===== src/rtl/microwave_timer.sv =====
// M:SS countdown timer fed by the keypad timer controller: digits shift in on key
// ticks, then count down one second per tick while count_en is high.
// Optional macro PGT_SYNC_EN puts a 2-flop synchroniser on pgt_1Hz.
module microwave_timer (
    input  logic       clk_100Hz,
    input  logic       clear,
    input  logic [3:0] bcd,
    input  logic       loadn,
    input  logic       pgt_1Hz,
    input  logic       count_en,
    output logic [3:0] sec_ones,
    output logic [3:0] sec_tens,
    output logic [3:0] min_ones,
    output logic       zero,
    output logic       done
);

    logic       p_in;
    logic       p_q_reg;
    logic       tick;
    logic [3:0] sec_ones_reg, sec_ones_next;
    logic [3:0] sec_tens_reg, sec_tens_next;
    logic [3:0] min_ones_reg, min_ones_next;
    logic       zero_reg, zero_next;
    logic       done_reg, done_next;
    logic       decrement;

`ifdef PGT_SYNC_EN
    logic [1:0] sync_reg;

    always_ff @(posedge clk_100Hz) begin
        if (clear) begin
            sync_reg <= 2'b00;
        end else begin
            sync_reg <= {sync_reg[0], pgt_1Hz};
        end
    end

    assign p_in = sync_reg[1];
`else
    assign p_in = pgt_1Hz;
`endif

    assign tick = p_in & ~p_q_reg;

    always_ff @(posedge clk_100Hz) begin
        if (clear) begin
            p_q_reg      <= 1'b0;
            sec_ones_reg <= 4'd0;
            sec_tens_reg <= 4'd0;
            min_ones_reg <= 4'd0;
            zero_reg     <= 1'b1;
            done_reg     <= 1'b0;
        end else begin
            p_q_reg      <= p_in;
            sec_ones_reg <= sec_ones_next;
            sec_tens_reg <= sec_tens_next;
            min_ones_reg <= min_ones_next;
            zero_reg     <= zero_next;
            done_reg     <= done_next;
        end
    end

    // Key entry takes priority over counting; out-of-range digits are dropped.
    always_comb begin
        sec_ones_next = sec_ones_reg;
        sec_tens_next = sec_tens_reg;
        min_ones_next = min_ones_reg;
        decrement     = 1'b0;
        if (tick) begin
            if (!loadn) begin
                if (bcd <= 4'd9) begin
                    min_ones_next = sec_tens_reg;
                    sec_tens_next = sec_ones_reg;
                    sec_ones_next = bcd;
                end
            end else if (count_en && !zero_reg) begin
                decrement = 1'b1;
                if (sec_ones_reg != 4'd0) begin
                    sec_ones_next = sec_ones_reg - 4'd1;
                end else begin
                    sec_ones_next = 4'd9;
                    // Non-normalised tens (6-9) count down linearly; 5 only on borrow.
                    if (sec_tens_reg != 4'd0) begin
                        sec_tens_next = sec_tens_reg - 4'd1;
                    end else begin
                        sec_tens_next = 4'd5;
                        min_ones_next = min_ones_reg - 4'd1;
                    end
                end
            end
        end
        zero_next = (sec_ones_next == 4'd0) && (sec_tens_next == 4'd0) &&
                    (min_ones_next == 4'd0);
        done_next = decrement && zero_next;
    end

    assign sec_ones = sec_ones_reg;
    assign sec_tens = sec_tens_reg;
    assign min_ones = min_ones_reg;
    assign zero     = zero_reg;
    assign done     = done_reg;

endmodule

===== config.mk =====
export PLATFORM = sky130hd
export DESIGN_NAME = microwave_timer
export DESIGN_NICKNAME = d
export VERILOG_FILES = /design/src/rtl/microwave_timer.sv
export SDC_FILE = /design/constraint.sdc
export NUM_CORES = 1
export LEC_CHECK = 0
export ABC_AREA = 1
export BUFFER_PORTS_ARGS = -buffer_cell sky130_fd_sc_hd__buf_4
export CAP_MARGIN = 15
export CORE_AREA = 2 2 51 53
export CTS_CLUSTER_SIZE = 28
export DETAILED_ROUTE_END_ITERATION = 10
export DIE_AREA = 0 0 53 55
export HOLD_SLACK_MARGIN = 0.1
export PLACE_DENSITY = 0.69
export SLEW_MARGIN = 20
export SYNTH_ARGS = -nofsm -noshare
export SYNTH_HDL_FRONTEND = slang
export SYNTH_SLANG_ARGS = --single-unit
export TNS_END_PERCENT = 50

===== constraint.sdc =====
create_clock -name clk_100Hz -period 1.3 [get_ports clk_100Hz]
set_clock_uncertainty 0.1 [all_clocks]
set_input_delay 0.13 -clock clk_100Hz [delete_from_list [all_inputs] [get_ports clk_100Hz]]
set_output_delay 0.13 -clock clk_100Hz [all_outputs]
set_load 0.02 [all_outputs]

==> reports/metrics.yaml <==
multiInputGateArea_sq_um: 806
worstPathRequired_ns: 1.45
place.gp.congestion: 0.873
design.core.area_sq_um: 2360
grt_usage: 0.280
holdWs_ns: 0.132
path_cells: "inv_4 -> nand2_4 -> nor2_4 -> buf_6 -> nand3_1 -> nand2_1 -> a21oi_2 -> nor2_1 -> nand2_1 -> nor2_1 -> nand2_1 -> nand2_1"
cts_root_buf: "clkbuf_4"
fillers: 171
hold_viol: 0
power_uw: 1440
cp_data_arrival_time_ns: 1.80
clock_latency_ns: 0.31
die_area_sq_um: 2920
die_h_um: 55
path_clk_slew_ns: 0.10
seq_area_sq_um: 323
cts_sinks: 15
drc: 0
yosysWarningCount: 0
crit_type: "reg -> reg"
pwr-share-seq: 0.357
max_slew_margin: 0.849
syn_avg_cell_area_sq_um: 5.78
switching_share: 0.383
setup_ws_ns: -0.351
clkPwrFrac: 0.207
crit_fanout: 3
end_kind: "flip-flop"
p_leak_uw: 0.000964
fin_area_sq_um: 1870
netlist_instances: 188
first_pass_iters: 4
syn_area_sq_um: 1090
io_pins: 23
synth_seq_area_share: 0.276
cp_slowest_cell: "dfxtp_4"
drt_iter0_drc: 39
worstMarginPinSlew_ns: 0.226
initial_core_util: 0.459
violations: "negative setup slack"
dpl_cell_area_sq_um: 1600
drt-total-wl_um: 3950
pwr-share-comb: 0.435
status: "complete, but fails checks"
htree_levels: 1
area_growth_pct: 72.1
cts_max_path_buffers: 2
synth_fp_nets: 198
p_int_uw: 890
fin_cells: 291
max-cap-violations: 0
cts_buffers: 3
rows: 18
power_density_nw_per_um2: 772
peakVddDrop_mv: 0.690
grt_pass1_vias: 1444
antennaDiodeCount: 0
min_period_ns: 1.65
grt_setup_unrepaired: "yes"
finalSetupTns_ns: -1.73
grt_remaining_overflow: 0
setup_violations: 12
hpwl_um: 2650
max_stage_delay_ns: 0.38
portBuffers: 22
detail-route-antenna-nets: 0
layout-drive-gt1-share: 0.506
grt_max_degree: 15
cp_common_cell: "nand2_1"
cts_tree: "built"
min_period_over_period: 1.27
hold_path_class: "in -> reg"
wl_per_cell_um: 13.6
synth_cell_types: 24
yosys_register_bits: 15
antenna_found_initial: 0
die_width_um: 53
dp.cells: 275
vias: 1518
grt_pass1_wl_um: 5940
max_freq_ghz: 0.606
final_nets: 272
drv_slew: 0
switchingPower_uw: 553
worstSetupStartpointType: "flip-flop"
viasPerCell: 5.22
metal layers:
| metal | global-route usage | vias up | part of all wire | wire (um) |
|---|---|---|---|---|
| met1 | 0.315 | 704 | 0.41 | 1620 |
| met4 | 0.137 | 0 | 0.029 | 113 |
| met3 | 0.0296 | 11 | 0.058 | 229 |
| met5 | 0 | - | 0 | 0 |
| li1 | - | 734 | - | - |
| met2 | 0.527 | 69 | 0.50 | 1990 |
layout by cell type (no fill, tap or decap), drive strengths merged:
cell         instances
buf                 68
nand3               21
ha                   1
nand3b               2
dfxtp               15
or2                  1
nand4                2
nand2               59
a31oi                2
a21oi               11
nor2                35
dlygate4sd3          3
inv                 30
clkbuf               4
o21ai                6
nor3                 1
synth_stat cells (all sizes together):
| cell | n | area, sq um |
|---|---|---|
| nand2 | 59 | 236 |
| nor2 | 35 | 159 |
| inv | 30 | 113 |
| nand3 | 21 | 110 |
| dfxtp | 15 | 300 |
| a21oi | 11 | 58.8 |
| o21ai | 6 | 33.8 |
| a31oi | 2 | 12.5 |
| clkbuf | 2 | 11.3 |
| nand3b | 2 | 15.0 |
| nand4 | 2 | 12.5 |
| ha | 1 | 12.5 |
| nor3 | 1 | 5.00 |
| or2 | 1 | 6.26 |
final cells by class:
class / instances / share of cell area
repair buffers: 71 / 0.295
multi-input cells: 141 / 0.431
well taps: 30 / 0.0201
inverters: 30 / 0.0669
clock buffers: 4 / 0.0141
flip-flops and latches: 15 / 0.173
timing repair:
item | 4_1_cts | 5_1_grt
hold endpoints to repair | 15 | 0
hold buffers | 3 | 0
buffers inserted | 7 | 4
gates resized for setup | 23 | 23
setup endpoints to repair | 13 | 14
pin swaps | 6 | 8
critical path: cells and delay by family (launching register included):
| kind | cells | cell delay [ns] |
|---|---|---|
| AOI/OAI and AO/OA | 1 | 0.06 |
| buffers and inverters | 2 | 0.18 |
| DFF | 1 | 0.38 |
| and+or+nand+nor | 9 | 0.85 |
power by group through the flow:
stage	combinational [uW]	sequential, uW	clock, uW
6_report	628	515	299
5_1_grt	680	518	313
4_1_cts	571	514	311
3_5_place_dp	508	522	0
3_3_place_gp	499	520	0
2_1_floorplan	248	556	0
metrics by stage:
stage                     setup slack (ns)  utilization
after global routing                -0.411        0.790
after detailed placement            -0.315        0.677
final                               -0.351        0.790
after CTS                           -0.239        0.753
after global placement              -0.269        0.677
after floorplan                     -0.116            -
cells by family (layout without fill, tap and decap cells):
family          after synthesis  count (layout)  share of synthesized area
buf+inv                      32             105                      0.114
fa+ha+maj                     1               1                     0.0115
simple gates                121             121                      0.501
compound gates               19              19                     0.0968
flops                        15              15                      0.276
worst paths after layout:
check                    startpoint                     end  slack (ns)  cells after the start
max          sec_ones[1]$_SDFF_PP0_         zero$_SDFF_PP1_       -0.35                     12
min reg2reg  sec_ones[1]$_SDFF_PP0_  sec_ones[1]$_SDFF_PP0_        0.58                      3
max reg2reg  sec_ones[1]$_SDFF_PP0_         zero$_SDFF_PP1_       -0.35                     12
min                          bcd[1]  sec_ones[1]$_SDFF_PP0_        0.13                      5
Power figures use the tool's default switching activity.
